**src/rtl/hazard_ctrl_pkg.sv**
```systemverilog
// Shared definitions for the hazard controller: FSM encoding and default flush length.
package hazard_ctrl_pkg;

  localparam logic [1:0] ST_RUN       = 2'd0;
  localparam logic [1:0] ST_FLUSH     = 2'd1;
  localparam logic [1:0] ST_SYS_WAIT  = 2'd2;
  localparam logic [1:0] ST_MISS_WAIT = 2'd3;

  localparam int FLUSH_CYCLES_DEFAULT = 2;
  localparam int PERF_CNT_W           = 32;

endpackage

```
**src/rtl/hazard_ctrl_sat_counter.sv**
```systemverilog
// Saturating up-counter with synchronous active-high reset; holds at all-ones.
module sat_counter #(
  parameter int W = 32
) (
  input  logic         clk,
  input  logic         reset,
  input  logic         en,
  output logic [W-1:0] count
);

  always_ff @(posedge clk) begin
    if (reset) begin
      count <= '0;
    end else if (en && (count != '1)) begin
      count <= count + 1'b1;
    end
  end

endmodule

```
**src/rtl/hazard_ctrl.sv**
```systemverilog
// Pipeline hazard controller: mispredict flush, syscall wait, icache-miss wait, load-use stall.
// Performance counters are built only when HAZARD_PERF_CNT_EN is defined.
module hazard_ctrl
  import hazard_ctrl_pkg::*;
#(
  parameter int FLUSH_CYCLES = FLUSH_CYCLES_DEFAULT
) (
  input  logic        CLK,
  input  logic        RESET,
  input  logic        MISPREDICT,
  input  logic [31:0] REDIRECT_PC,
  input  logic        SYSCALL,
  input  logic        SYSCALL_DONE,
  input  logic        ICACHE_MISS,
  input  logic        LOAD_USE,
  output logic        IFID_STALL,
  output logic        IFID_FLUSH,
  output logic        PC_STALL,
  output logic        PC_REDIRECT_VALID,
  output logic [31:0] PC_REDIRECT,
  output logic [31:0] STALL_CNT,
  output logic [31:0] FLUSH_CNT
);

  localparam logic [2:0] FLUSH_LOAD = 3'(FLUSH_CYCLES - 1);

  logic [1:0] state, state_nxt;
  logic [2:0] flush_cnt, flush_cnt_nxt;

  // NOTE: every always_comb output gets a default first so no path leaves it unassigned (no latch).
  always_comb begin
    state_nxt     = state;
    flush_cnt_nxt = flush_cnt;
    if (MISPREDICT) begin
      state_nxt     = ST_FLUSH;
      flush_cnt_nxt = FLUSH_LOAD;
    end else begin
      case (state)
        ST_RUN: begin
          if (SYSCALL)          state_nxt = ST_SYS_WAIT;
          else if (ICACHE_MISS) state_nxt = ST_MISS_WAIT;
        end
        ST_FLUSH: begin
          if (flush_cnt == 3'd0) state_nxt = ICACHE_MISS ? ST_MISS_WAIT : ST_RUN;
          else                   flush_cnt_nxt = flush_cnt - 3'd1;
        end
        ST_SYS_WAIT: begin
          if (SYSCALL_DONE) state_nxt = ICACHE_MISS ? ST_MISS_WAIT : ST_RUN;
        end
        ST_MISS_WAIT: begin
          if (SYSCALL)           state_nxt = ST_SYS_WAIT;
          else if (!ICACHE_MISS) state_nxt = ST_RUN;
        end
        default: state_nxt = ST_RUN;
      endcase
    end
  end

  // NOTE: sequential state uses non-blocking assignments so all registers update together at the edge.
  always_ff @(posedge CLK) begin
    if (RESET) begin
      state             <= ST_RUN;
      flush_cnt         <= 3'd0;
      PC_REDIRECT       <= 32'd0;
      PC_REDIRECT_VALID <= 1'b0;
    end else begin
      state             <= state_nxt;
      flush_cnt         <= flush_cnt_nxt;
      PC_REDIRECT_VALID <= MISPREDICT;
      if (MISPREDICT) PC_REDIRECT <= REDIRECT_PC;
    end
  end

  // Stall/flush are forced low during reset so a stale state cannot leak out.
  assign IFID_FLUSH = !RESET && (state == ST_FLUSH);
  assign IFID_STALL = !RESET && ((state == ST_SYS_WAIT) || (state == ST_MISS_WAIT) ||
                                 ((state == ST_RUN) && LOAD_USE && !MISPREDICT));
  assign PC_STALL   = IFID_STALL;

`ifdef HAZARD_PERF_CNT_EN
  sat_counter #(.W(PERF_CNT_W)) u_stall_cnt (
    .clk   (CLK),
    .reset (RESET),
    .en    (IFID_STALL),
    .count (STALL_CNT)
  );

  sat_counter #(.W(PERF_CNT_W)) u_flush_cnt (
    .clk   (CLK),
    .reset (RESET),
    .en    (IFID_FLUSH),
    .count (FLUSH_CNT)
  );
`else
  assign STALL_CNT = 32'd0;
  assign FLUSH_CNT = 32'd0;
`endif

endmodule

```
**config.mk**
```make
export PLATFORM = sky130hd
export DESIGN_NAME = hazard_ctrl
export DESIGN_NICKNAME = d
export VERILOG_FILES = /design/src/rtl/hazard_ctrl_pkg.sv /design/src/rtl/hazard_ctrl_sat_counter.sv /design/src/rtl/hazard_ctrl.sv
export SDC_FILE = /design/constraint.sdc
export NUM_CORES = 1
export LEC_CHECK = 0
export CAP_MARGIN = 20
export CORE_MARGIN = 2
export CORE_UTILIZATION = 38
export CTS_CLUSTER_SIZE = 14
export DETAILED_ROUTE_END_ITERATION = 6
export PLACE_DENSITY = 0.86
export SKIP_CTS_REPAIR_TIMING = 1
export SLEW_MARGIN = 20
export SYNTH_ARGS = -nofsm -noshare
export SYNTH_HDL_FRONTEND = slang
export SYNTH_HIERARCHICAL = 1
export SYNTH_SLANG_ARGS = --single-unit
export TNS_END_PERCENT = 10
```
**constraint.sdc**
```tcl
create_clock -name CLK -period 2.2 [get_ports CLK]
set_clock_uncertainty 0.05 [all_clocks]
set_input_delay 0.22 -clock CLK [delete_from_list [all_inputs] [get_ports CLK]]
set_output_delay 0.22 -clock CLK [all_outputs]
set_load 0.02 [all_outputs]
```
=== Word-level counts from Yosys, hierarchy flattened ===
Index checks and enable logic that the tools add are counted.

* Logic and storage cells: 48
* Memories kept: 0
* Flip-flop bits (word level): 38
* ROM bits: 0
* RAM bits: 0
* Bits of input ports: 39
* Latch bits: 0
* Output and inout bits: 100

* Order comparisons: 0
* Equal/unequal tests: 12
* $add $sub $neg: 1
* Div/mod/pow operators: 0
* Multiplexer cells: 12
* Bitwise gates (word level): 1
* Shift operators: 0
* Reductions and logical operators: 16
* Multiply operators: 0

{| class="wikitable"
|+ Operators with widths
! cell !! number
|-
| $mux 2 || 7
|-
| $ne 3x3->1 const B || 4
|-
| $ne 4x4->1 const B || 2
|-
| $pmux 2 s4 || 1
|-
| $reduce_and 4->1 || 2
|-
| $ne 2x2->1 const B || 3
|-
| $eq 2x2->1 const B || 2
|-
| $logic_and 1x1->1 || 4
|-
| $mux 1 || 4
|-
| $reduce_and 2->1 || 2
|-
| $logic_not 3->1 || 1
|-
| $sub 3x1->3 const B || 1
|-
| $eq 2x1->1 const B || 1
|-
| $logic_not 1->1 || 2
|-
| $logic_not 2->1 || 1
|-
| $logic_or 1x1->1 || 2
|-
| $reduce_bool 2->1 || 1
|-
| $reduce_or 2->1 || 1
|-
| $not 1->1 || 1
|}

=== Longest topological paths before layout ===
* Depth after elaboration: 5
* Mapped depth: 6

=== Least setup slack after synthesis ===
OpenSTA, ideal clock, no wires.

* Path kind: register -> output
* From: register state[1]
* To: output PC_STALL
* Path buffers: 1
* Arrival time: 1.257 ns
* Cell stages (with the launch flop): 6
* Required time: 1.930 ns
* Path slack: 0.673 ns
* Cell sequence: dfxtp_1 inv_1 ha_1 a311oi_1 nor2_1 buf_4

* Cells in the longest elaborated chain, start to end: 5
* Elaborated cells between the ends (all ways): 8
* Classes of those cells: eq/ne: 2; reduce/logical: 6

{| class="wikitable"
|+ Ends and longest elaborated chain
! element !! RTL line !! text
|-
| from (decl) || hazard_ctrl.sv:27 || <nowiki>logic [1:0] state, state_nxt;</nowiki>
|-
| from (signal assigned) || hazard_ctrl.sv:67 || <nowiki>state <= state_nxt;</nowiki>
|-
| $logic_not 2->1 || hazard_ctrl.sv:77 || <nowiki>((state == ST_RUN) && LOAD_USE && !MISPREDICT));</nowiki>
|-
| $logic_and 1x1->1 (2 in series) || hazard_ctrl.sv:77 ||
|-
| $logic_or 1x1->1 (*) || hazard_ctrl.sv:76 || <nowiki>assign IFID_STALL = !RESET && ((state == ST_SYS_WAIT) || (state == ST_MISS_WAIT) ||</nowiki>
|-
| $logic_and 1x1->1 (*) || hazard_ctrl.sv:76 ||
|-
| to (decl) || hazard_ctrl.sv:18 || <nowiki>output logic PC_STALL,</nowiki>
|}

Mark *: on every way between the ends. The rest lies on a longest branch, timed or not.

=== Final worst setup path ===
* From: register state[1]
* To: output IFID_FLUSH

* Cells in the longest elaborated chain, start to end: 2

{| class="wikitable"
|+ Ends and longest elaborated chain
! element !! RTL line !! text
|-
| $eq 2x1->1 || hazard_ctrl.sv:75 || <nowiki>assign IFID_FLUSH = !RESET && (state == ST_FLUSH);</nowiki>
|-
| $logic_and 1x1->1 || hazard_ctrl.sv:75 ||
|-
| to (decl) || hazard_ctrl.sv:17 || <nowiki>output logic IFID_FLUSH,</nowiki>
|}

Every way passes these cells.

==> run metrics <==
status=finished, final reports clean; Tcrit/Tclk final=90.9%; crit path cell chain=inv_1 > ha_1 > inv_1 > nor2_1 > clkdlybuf4s50_1; sequential power share=38.4%; warnings from Yosys=6; Crit path top cell by count=inv_1; LEAKAGE=1.27 nW; Cell Area, Placed=2560 um^2; wire per inst=11.0 um; total number of vias=1456; Die Area=5870 um^2; crit path launch type=flop; DR iter-0 viols=34; # fillers=469; share of layout cells above drive strength 1=5.61%; Worst path max stage delay=0.62 ns; Residual DRC=0; Crit Path Class=reg -> out; Chip Width=76.6 um; GRT Overall Usage=13.8%; Tmin final=2.00 ns; switching pwr=0.000549 W; share of power burned in combinational logic=24.3%; switch share=27.9%; Finished Cell Area=2700 um^2; Worst setup EP type=primary output; crit-path max FO=4; clk_lat worst skew=0.28 ns; final hold vios=0; count of cell types in the netlist=22; row count=26; number of diodes=0; initial antenna violation count=0; top cell type's share of synthesized area=38.0%; commonest non-fill, non-tap cell in the layout=clkdlybuf4s50_1; total CTS buffers=5; Max Freq=500 MHz; Max Cap Violations=0; largest net degree at the start of global routing=39; I/O pin count=139; largest cells by area after synthesis=dfxtp_1, buf_4, mux2i_1; first-pass GRT wire length=6450 um; vias in the first global route=1483; cell area after synthesis=2000 um^2; CP arrival=1.73 ns; final setup vio count=0; Vias/cell=4.10; slowest CP cell=clkdlybuf4s50_1; Final HPWL DP=2950 um; Nets=329; P_int=0.00142 W; peak supply drop=501 uV; port bufs=74; CTS tree=yes; worst-margin pin slew=0.584 ns; P per Cell Area=728 nW/um^2; Clock Path Buffers=2; Final Max Slew Viols=0; relative slew slack=61.1%; average footprint of a synthesized cell=9.50 um^2; root buffer cell=clkbuf_8; required time worst endpoint=1.93 ns; Die Height=76.6 um; gp weighted congestion=0.684; area of the multi-input gates=935 um^2; register area share after synthesis=38.0%; WL final=3910 um; initial core utilization=39.2%; Routed Antenna Nets=0; HP Class=in -> reg; dpl cells=347; FF+latch count, synth=38; register area=761 um^2; Layout Area Growth over Synthesis=34.9%; Gate Count Post-Synth=211; clock-pin slew on the worst setup and hold paths=0.07 ns; clock power share=37.3%; Core Footprint=5110 um^2; Max H-tree Level=2; leading area contributor after synthesis=dfxtp_1; commonest cells after routing, fill and taps aside=clkdlybuf4s50_1, conb_1, dfxtp_1; RSZ-0062 raised after global routing=false; total clock sinks=38; First-pass DRT Iterations=4; Post-Layout Cell Count=355; Remaining Overflow, GRT=0
[per-stage QoR]
step                util [%]  total power, W  setup TNS (ns)  setup WS [ns]  hold slack, ns
finish                  52.9         0.00197               0          0.201           0.195
global route            52.9         0.00207               0         0.0682           0.207
CTS                     52.8         0.00200         -0.0547        -0.0313           0.174
detailed placement      50.0         0.00125               0          0.298           0.434
global placement        50.0         0.00124               0          0.353           0.422
floorplan                  -         0.00116               0          0.673           0.246
[worst max-delay path, delay by kind of cell, from the launching register on]
| family | cells | cell delay [ns] |
|---|---|---|
| buffers and inverters | 3 | 0.82 |
| DFF | 1 | 0.33 |
| adders and majority gates | 1 | 0.16 |
| and+or+nand+nor | 1 | 0.14 |
[worst paths after layout]
path / cells after the start / from / slack, ns / end
max: 5 / state[1] / 0.20 / IFID_FLUSH
min: 3 / MISPREDICT / 0.19 / PC_REDIRECT_VALID
max reg2reg: 5 / state[0] / 0.60 / state[1]
min reg2reg: 2 / PC_REDIRECT[3] / 0.44 / PC_REDIRECT[3]
[kinds of logic after synthesis]
kind of cell,count (synthesis),synth area share (%)
other,1,0.187
AO/OA/AOI/OAI,9,4.68
flip-flops,38,38.0
AND/OR/NAND/NOR,43,8.86
buffers and inverters,79,27.2
adder cells (fa/ha/maj),6,3.75
multiplexers,33,16.5
XOR/XNOR,2,0.874
[layer usage]
| layer | vias up | track usage [%] | part of all wire, % |
|---|---|---|---|
| met5 | - | 0 | 0 |
| met4 | 0 | 5.09 | 0.59 |
| met3 | 2 | 8.06 | 14 |
| met2 | 101 | 23.1 | 47 |
| met1 | 654 | 14.3 | 38 |
| li1 | 699 | - | - |
[area by class of cell]
class / instances / area share (%)
tap: 70 / 3.24
clock buffer: 6 / 3.05
inverter: 6 / 0.833
timing repair buffer: 76 / 28.0
clock inverter: 2 / 2.22
multi-input combinational: 157 / 34.6
sequential: 38 / 28.1
[power by group through the flow]
stage	Clock [W]	Sequential, W	Combinational [W]
floorplan	0	0.000813	0.000346
global placement	0	0.000769	0.000469
detailed placement	0	0.000772	0.000479
CTS	0.000766	0.000756	0.000481
global route	0.000789	0.000762	0.000518
finish	0.000733	0.000755	0.000478
[sequential cells by signal (all words and copies together) (netlist names)]
signal and cells:
PC_REDIRECT 32, state 2, PC_REDIRECT_VALID 1, flush_cnt 3
[synth_stat cells]
library cell and count:
a2111oi_0 1, a2111oi_2 1, a21oi_1 3, a221o_2 1, a311oi_1 2, buf_1 1, buf_2 4, buf_4 65
clkbuf_1 3, conb_1 1, dfxtp_1 38, ha_1 6, inv_1 6, mux2i_1 33, nand2b_1 1, nor2_1 37
nor2_2 1, nor2b_2 1, nor3_1 2, nor3b_1 1, o221ai_4 1, xnor2_1 2
(Power assumes the default switching activity.)
==> variant: new RTL, config.mk and constraints unchanged <==
Add a define of `HAZARD_PERF_CNT_EN`.
--- a/src/rtl/hazard_ctrl.sv
+++ b/src/rtl/hazard_ctrl.sv
@@ -1,5 +1,7 @@
 // Pipeline hazard controller: mispredict flush, syscall wait, icache-miss wait, load-use stall.
 // Performance counters are built only when HAZARD_PERF_CNT_EN is defined.
+`define HAZARD_PERF_CNT_EN
+
 module hazard_ctrl
   import hazard_ctrl_pkg::*;
 #(
Function: changed (Yosys sat finds a counterexample within 4 cycles, from zero or initial values and one cycle with RESET high).
==> variant against the original RTL <==
  * The flow now finishes with violations (negative setup slack)
  * Cell area grew to 2.7 times the old value
  * Worst setup slack worse by 320 ps
  * Area after synthesis rose by 140%
  * Wire length grew to 3.5 times the old value
  * Power increased by 110%
  * Sequential cell count is 64 higher
  * Non-clock buffer count is 144 higher
  * Critical path type is now flip-flop to flip-flop
==> variant: results (changes against the original RTL) <==
layout cell share with drive strength beyond 1=0.189 (+0.132); violated checks=negative setup slack; total CTS buffers=9 (+4); via count=4882 (+240%); Setup WS pre-CTS=-194 ps (-492 ps); post-synthesis sequential area ratio=0.419 (+0.0399); Max clock buf depth=2 (unchanged); GRT Resource Usage Total=0.195 (+0.0572); starting DRC count in detailed routing=299 (+780%); Worst path slowest cell=nor4_4; R2R Setup Slk=-120 ps (-720 ps); clock-pin transition on the worst setup and hold timing paths=70 ps (about the same); vias in the first global route=4572 (+210%); Avg Inst Size Synth=8.95 um2 (-5.8%); Antenna diodes=0 (unchanged); Rel. slew slack=0.620 (+0.00962); status=finished, violations left; PortBufs=138 (+86%); grt met3 use=0.0613 (-0.0193); Worst-Skew Late Latency=340 ps (+60 ps); Synth cell types=47 (+110%); Post-synth top cells=dfxtp_1 (102), nor2_1 (65), a21oi_1 (47), mux2i_1 (35), nand3_1 (26); final cell count without fillers=920 (+160%); crit-path max cell delay=390 ps (-230 ps); largest net degree at the start of global routing=51 (+31%); routability cong.=0.870 (+27%); Worst VDD drop=495 uV (-1.2%); dpl cells=904 (+160%); fin nets=791 (+140%); Min Hold Slack=314 ps (+119 ps); endpoints failing setup=6 (+6); Final WS setup=-123 ps (-325 ps); CTS root buffer=clkbuf_16; biggest regs=PC_REDIRECT (32), u_flush_cnt/count (32), u_stall_cnt/count (32); first-pass GRT wire length=21500 um (+230%); met2 GRT Util=0.341 (+0.110); Synth area leaders=dfxtp_1 (42%), mux2i_1 (7.2%), nor2_1 (5.0%), a21oi_1 (4.8%), o31ai_1 (3.7%); sum of net half-perimeters after detailed placement=9890 um (+230%); setup_tns=-487 ps (-487 ps); M1 GR Usage=0.231 (+0.0875); leakage power=2.70 nW (+110%); Detailed Route WL=13700 um (+250%); htree depth=3 (+1)
[variant: cell types whose count changed in the layout (fill, tap and decap cells not counted), moves of 23 or more]
cell / before / now
a21oi_1: 3 / 45
buf_4: 2 / 82
clkdlybuf4s50_1: 71 / 134
conb_1: 64 / 0
dfxtp_1: 38 / 98
nand3_1: 0 / 25
nor2_1: 37 / 63
o31ai_1: 0 / 23
or4_1: 0 / 23
[variant: worst paths after layout]
| check | endpoint | from | cells past startpoint |
|---|---|---|---|
| min reg2reg | PC_REDIRECT[27]$_SDFFE_PP0P_ | PC_REDIRECT[27]$_SDFFE_PP0P_ | 2 |
| max reg2reg | u_stall_cnt/count[31]$_SDFFE_PP0P_ | state[1]$_SDFFE_PP0P_ | 9 |
| max | u_stall_cnt/count[31]$_SDFFE_PP0P_ | state[1]$_SDFFE_PP0P_ | 9 |
| min | PC_REDIRECT_VALID$_SDFF_PP0_ | MISPREDICT | 4 |
[variant: area by class of cell]
type	count	area, um2
clock buffers	11	233
clock inverters	4	72.6
fillers	1062	5160
inverters	10	42.5
multi-input cells	401	2800
flip-flops and latches	102	2050
well taps	172	215
repair buffers	220	2000
[variant: kinds of logic (layout without fill, tap and decap cells)]
logic type | count (synthesis) | after routing | share of synthesized area
AND/OR/NAND/NOR | 231 | 231 | 0.266
flip-flops | 102 | 102 | 0.419
buffers and inverters | 41 | 245 | 0.0350
adder cells (fa/ha/maj) | 8 | 8 | 0.0206
AO/OA/AOI/OAI | 107 | 107 | 0.149
multiplexers | 39 | 39 | 0.0812
XOR/XNOR | 16 | 16 | 0.0288
[variant: metal layers]
metal | wire (um) | vias to the layer above
li1 | - | 2426
met1 | 5740 | 2330
met2 | 7030 | 120
met3 | 777 | 6
met4 | 117 | 0
met5 | 0 | -
[variant: through the flow]
step | util | total power [W] | instance area (um2)
2_1_floorplan | - | 0.00225 | 4930
3_3_place_gp | 0.557 | 0.00248 | 7000
3_5_place_dp | 0.557 | 0.00249 | 7000
4_1_cts | 0.581 | 0.00417 | 7300
5_1_grt | 0.589 | 0.00430 | 7410
6_report | 0.589 | 0.00414 | 7410
[variant: critical path: cells and delay by family (launching register included)]
kind / cells / cell delay (ps)
AO/OA/AOI/OAI: 1 / 90
adder cells (fa/ha/maj): 1 / 140
buffers and inverters: 1 / 70
flip-flops: 1 / 370
multiplexers: 1 / 370
AND/OR/NAND/NOR: 5 / 1110
[variant: report_power, final]
part	total, W	switching [W]	internal (W)
combinational	0.000533	0.000255	0.000277
sequential	0.00194	0.0000370	0.00190
clock	0.00167	0.000679	0.000990
total	0.00414	0.000971	0.00317
